[src/rtl/fifo_wr_ctrl.sv]
// rtl/fifo_wr_ctrl.sv - write-side controller for the dual-clock asynchronous FIFO
//
// Purpose: tracks the write pointer in binary and Gray form, drives the RAM
// write port, synchronizes the read pointer into wclk and derives full,
// almost-full, occupancy level and a sticky overflow flag.
//
// Ports:
//   wclk          write-domain clock
//   wrst          asynchronous active-low reset
//   winc          producer write request
//   wclr_ovf      synchronous clear of woverflow
//   rptr          Gray read pointer from the rclk domain (unsynchronized)
//   wen           RAM write enable (winc & ~wfull)
//   waddr         RAM write address
//   wptr          registered Gray write pointer, to the read side
//   wfull         registered full flag
//   walmost_full  wlevel >= AF_THRESH
//   wlevel        occupancy seen from the write domain, 0..DEPTH
//   woverflow     sticky: write attempted while full

module fifo_wr_ctrl #(
   parameter int DEPTH       = 8,
   parameter int AF_THRESH   = DEPTH - 2,
   parameter int SYNC_STAGES = 2
) (
   input  logic                       wclk,
   input  logic                       wrst,
   input  logic                       winc,
   input  logic                       wclr_ovf,
   input  logic [$clog2(DEPTH):0]     rptr,
   output logic                       wen,
   output logic [$clog2(DEPTH)-1:0]   waddr,
   output logic [$clog2(DEPTH):0]     wptr,
   output logic                       wfull,
   output logic                       walmost_full,
   output logic [$clog2(DEPTH):0]     wlevel,
   output logic                       woverflow
);

   localparam int AW = $clog2(DEPTH);
   localparam logic [AW:0] AF_LVL = (AW+1)'(AF_THRESH);

   logic [AW:0]                   wbin;
   logic [AW:0]                   wbin_next;
   logic [AW:0]                   wgray_next;
   logic [SYNC_STAGES-1:0][AW:0]  sync_q;
   logic [AW:0]                   rq;
   logic [AW:0]                   rq_bin;
   logic                          full_next;

   assign rq = sync_q[SYNC_STAGES-1];

   // Read pointer enters wclk only through this flop chain.
   always_ff @(posedge wclk or negedge wrst) begin
      if (!wrst) begin
         sync_q <= '0;
      end else begin
         sync_q <= {sync_q[SYNC_STAGES-2:0], rptr};
      end
   end

   // Gray to binary: each binary bit is the XOR of all Gray bits at or above it.
   always_comb begin
      rq_bin = '0;
      for (int i = 0; i <= AW; i++) begin
         rq_bin[i] = ^(rq >> i);
      end
   end

   assign wen        = winc & ~wfull;
   assign waddr      = wbin[AW-1:0];
   assign wbin_next  = wbin + {{AW{1'b0}}, wen};
   assign wgray_next = (wbin_next >> 1) ^ wbin_next;

   // Full when the next write pointer has lapped the read pointer by one
   // full turn: top two Gray bits inverted, the rest equal.
   assign full_next = (wgray_next == {~rq[AW], ~rq[AW-1], rq[AW-2:0]});

   always_ff @(posedge wclk or negedge wrst) begin
      if (!wrst) begin
         wbin      <= '0;
         wptr      <= '0;
         wfull     <= 1'b0;
         woverflow <= 1'b0;
      end else begin
         wbin  <= wbin_next;
         wptr  <= wgray_next;
         wfull <= full_next;
         // A fresh overflow wins over a clear in the same cycle.
         if (winc & wfull) begin
            woverflow <= 1'b1;
         end else if (wclr_ovf) begin
            woverflow <= 1'b0;
         end
      end
   end

   // The synchronized read pointer is stale, so the level only overestimates.
   assign wlevel       = wbin - rq_bin;
   assign walmost_full = (wlevel >= AF_LVL);

endmodule

[config.mk]
export PLATFORM = sky130hd
export DESIGN_NAME = fifo_wr_ctrl
export DESIGN_NICKNAME = d
export VERILOG_FILES = /design/src/rtl/fifo_wr_ctrl.sv
export SDC_FILE = /design/constraint.sdc
export NUM_CORES = 1
export LEC_CHECK = 0
export CAP_MARGIN = 20
export CORE_MARGIN = 1
export CORE_UTILIZATION = 30
export DETAILED_ROUTE_END_ITERATION = 6
export PLACE_DENSITY = 0.59
export SETUP_SLACK_MARGIN = 0.05
export SLEW_MARGIN = 20
export SYNTH_ARGS = -nofsm -noshare
export SYNTH_HDL_FRONTEND = slang
export SYNTH_SLANG_ARGS = --single-unit
[constraint.sdc]
create_clock -name wclk -period 2.4 [get_ports wclk]
set_input_delay 0.36 -clock wclk [delete_from_list [all_inputs] [get_ports wclk]]
set_output_delay 0.36 -clock wclk [all_outputs]
set_load 0.05 [all_outputs]
Word level (Yosys, flattened, before mapping):

Cells that the tools add are included.

* logic and storage cells: 23
* bits of input ports: 8
* register bits: 18
* output and inout bits: 15

* bitwise gates (word level): 6
* mux-type cells: 2
* reduce and logical (&&, ||, !) cells: 5
* $add $sub $neg: 2
* eq/ne operators: 1
* magnitude comparators: 1

Operator list (count)
* $reduce_xor 4->1: 4
* $add 4x1->4: 1
* $eq 4x4->1: 1
* $ge 4x3->1 const B: 1
* $sub 4x4->4: 1
* $xor 3x4->4: 1
* $not 1->1: 3
* $and 1x1->1: 2
* $mux 1: 2
* $reduce_bool 2->1: 1

Longest topological paths before layout:

* depth after elaboration: 5
* gate-level depth with buffers: 9
* mapped depth without buffers: 9

Worst setup path after synthesis:

No wires, ideal clock.

* path kind: flip-flop to output port
* start point: register sync_q (netlist bit rq[3])
* end point: output port walmost_full
* buffers on the path: 0
* data required time: 2.040 ns
* arrival time: 3.125 ns
* cell stages (with the launch flop): 10
* setup slack: -1.085 ns
* cell sequence: dfrtp_1 -> xnor2_1 -> xor2_1 -> xnor2_1 -> ha_1 -> inv_1 -> fa_1 -> xor2_1 -> nand2_1 -> o21ai_0

* cells in the longest elaborated chain, start to end: 3
* elaborated cells on any way between the ends: 6
* classes of those cells: 1 x add/sub; 1 x order compare; 4 x reduce/logical

Ends and longest elaborated chain
* from (decl): line 46 `logic [SYNC_STAGES-1:0][AW:0] sync_q;`
* from (signal assigned): line 58 `sync_q <= {sync_q[SYNC_STAGES-2:0], rptr};`
* $reduce_xor 4->1: line 66 `rq_bin[i] = ^(rq >> i);`
* $sub 4x4->4 *: line 99 `assign wlevel = wbin - rq_bin;`
* net wlevel[2]: line 36 `output logic [$clog2(DEPTH):0] wlevel,`
* $ge 4x3->1 *: line 100 `assign walmost_full = (wlevel >= AF_LVL);`
* to (decl): line 35 `output logic walmost_full,`

Mark *: on every way through the listed nets, which the timed path passes. The rest lies on a longest branch.

Worst setup path in the final report:

* start point: register sync_q (netlist bit rq[2])
* end point: output port walmost_full

* cells in the longest elaborated chain, start to end: 3
* elaborated cells on any way between the ends: 5
* classes of those cells: 1 x add/sub; 1 x order compare; 3 x reduce/logical

Ends and longest elaborated chain (line)
* $reduce_xor 4->1: 66
* $sub 4x4->4 *: 99
* $ge 4x3->1 *: 100

Mark *: on every way between the ends. The rest lies on a longest branch, timed or not.

==> run metrics <==
outcome=finished, violations left; failing checks=setup timing; hold path depth=0; fin crit period=between 2 and 3 ns; routing usage on met3=under 10%; CP Launch Type=flop; Synth Register Bits=17; worst hold slack=0.356 ns; CP Cell Sequence=xnor2_2 -> xor2_2 -> xnor2_1 -> ha_2 -> inv_2 -> fa_2 -> nand2_2 -> o21ai_4 -> buf_12; Filler cells=198; Boundary Pins=23; flop-to-flop setup slack=approximately 0.54 ns; post-cts hold buffer count=0; top_reg_cell synth=dfrtp_1; max cap viols=0; total wire length=approximately 1400 um; port bufs=22; crit path DAT=~2.4 ns; WP buf/inv=2; R2R depth=7; core outline area=0.00228 mm^2; clk_lat worst skew=between 0.2 and 0.3 ns; Yosys Warn Count=0; antenna violations before repair=0; RSZ-0062 raised after global routing=yes; met1 global-route usage=a little over an eighth; first-pass GRT wire length=2430 um; DIE AREA=0.00267 mm^2; Max Root-Sink Buffers=2; sequential-to-total area share from yosys stat=between 50% and 60%; std cell rows=17; HP Class=reg2reg; CP delay by family, top=adder cells; via count=553; Horiz. Die Dim=slightly above 50 um; root buffer cell=clkbuf_4; Synth cell types=16; DR pass1 iterations=2; Routability Congestion=~0.65; Clock Sinks=17; share of layout cells above drive strength 1=about 38%; Tcrit/Tclk final=115%; Mean Syn Cell Area=between 10 and 15 um^2; Slowest-stage cell, CP=fa_2; most common cell after layout, fill and taps aside=dfrtp_1; GRT busiest layer=met2; critical path type=reg2out; drt wl/cell=10.8 um; post-route ant nets=0; asr flop ratio synth=between 90% and 100%; Via density=between 4 and 5; Slew @ Worst Pin=approximately 0.71 ns; DRC Markers=0; CP max stage delay=~0.56 ns; TritonCTS Buffers=3; gr usage total=12.7%; maximum fanout along the worst path=2; gr ovfl total=0; hold path endpoint=rq[3]$_DFF_PN0_; CTS tree=yes; final hold viol count=0; Synth Instances=between 50 and 60; Slew HR=roughly 52%; Crit. End Element=output port; drt initial violations=1; clock skew=between 0.003 and 0.004 ns; Initial Util=between 30% and 40%; f_max=about 360 MHz; H-tree depth=1; WP data required=roughly 2 ns; Worst Setup Slack, final=-0.353 ns; met2 usage=a little under a quarter; reg2reg end=wfull$_DFF_PN0_; Final nets=~110; largest net degree at the start of global routing=18; Post-Syn Nets=73; hold wc startpoint=sync_q[3]$_DFF_PN0_; clock slew at reported path FFs=roughly 0.10 ns; detailed placer's ending HPWL=around 1000 um; area growth from synthesis to layout=70.1%; number of synthesized flops with an enable pin=0; mapped cell area=741 um^2; # diodes=0; worst r2r src=wfull$_DFF_PN0_; fin. max-slew vios=0; Finish-stage setup viols=4; chip height=~52 um; commonest cells after routing, fill and taps aside=17 x dfrtp_1, 16 x clkdlybuf4s50_1, 13 x buf_4; vias in the first global route=577
-- cell type report --
class                   count  area, um^2  share of cell area, %
well taps                  28        35.0                   2.78
clock inverters             1        5.00                  0.397
inverters                   7        26.3                   2.09
multi-input cells          35         377                   29.9
flip-flops and latches     17         425                   33.8
repair buffers             35         369                   29.3
clock buffers               3        22.5                   1.79
-- logic make-up after synthesis --
family	count (synthesis)	share of synthesized area, %
fa+ha+maj	6	11.1
simple gates	11	7.77
buf+inv	7	3.55
flops	17	57.4
compound gates	5	3.72
xor+xnor	13	16.4
-- worst max path at each step --
stage	start	to	slack, ns	cells past startpoint
after CTS	rq[3]$_DFF_PN0_	walmost_full	-0.35	10
final	rq[2]$_DFF_PN0_	walmost_full	-0.35	9
after floorplan	rq[2]$_DFF_PN0_	walmost_full	-0.24	9
after detailed placement	rq[2]$_DFF_PN0_	walmost_full	-0.10	10
after global routing	rq[2]$_DFF_PN0_	walmost_full	-0.47	10
after global placement	rq[2]$_DFF_PN0_	walmost_full	-0.04	10
-- synthesized netlist by cell type, types with 2 or more instances --
library cell,count,share of area [%]
o21ai_0,3,2.0
nand2_1,2,1.0
xnor2_1,6,7.1
xor2_1,6,7.1
nor2b_1,2,1.7
ha_1,5,8.4
dfrtp_1,17,57
nand3_1,3,2.0
inv_1,7,3.5
or3_1,2,1.7
-- state kept, by name, summed over array words and instances (netlist names) --
signal	count
rq	4
sync_q	4
wbin	4
wptr	3
wfull	1
woverflow	1
-- worst register-to-register path: cells and delay by family (launching register included) --
family          cells  cell delay [ns]
fa+ha+maj           2             0.41
compound gates      1             0.18
xor+xnor            2             0.38
simple gates        2             0.41
flops               1             0.41
-- per-stage QoR --
stage | cell area (um^2) | util [%] | cells | TNS, ns | setup WS [ns]
2_1_floorplan | 806 | - | 59 | -0.239 | -0.239
3_3_place_gp | 1170 | 51.3 | 117 | -0.0485 | -0.0380
3_5_place_dp | 1170 | 51.3 | 117 | -0.180 | -0.101
4_1_cts | 1240 | 54.5 | 124 | -1.31 | -0.354
5_1_grt | 1260 | 55.4 | 126 | -1.76 | -0.473
6_report | 1260 | 55.4 | 126 | -1.29 | -0.353
-- what timing repair did --
item | CTS | global route
pin swaps | 8 | 1
setup buffers | 3 | 2
endpoints found under the hold margin | 0 | 0
gates resized for setup | 8 | 1
setup endpoints to repair | 4 | 4
-- routing by layer --
metal	vias up	part of all wire, %	routed length (um)
li1	262	-	-
met1	275	37	503
met2	14	59	806
met3	2	2.9	40
met4	0	0.81	11
met5	-	0	0
Power is not shown: default switching activity piles up to over one toggle a cycle in this logic, so the estimate is an artifact.
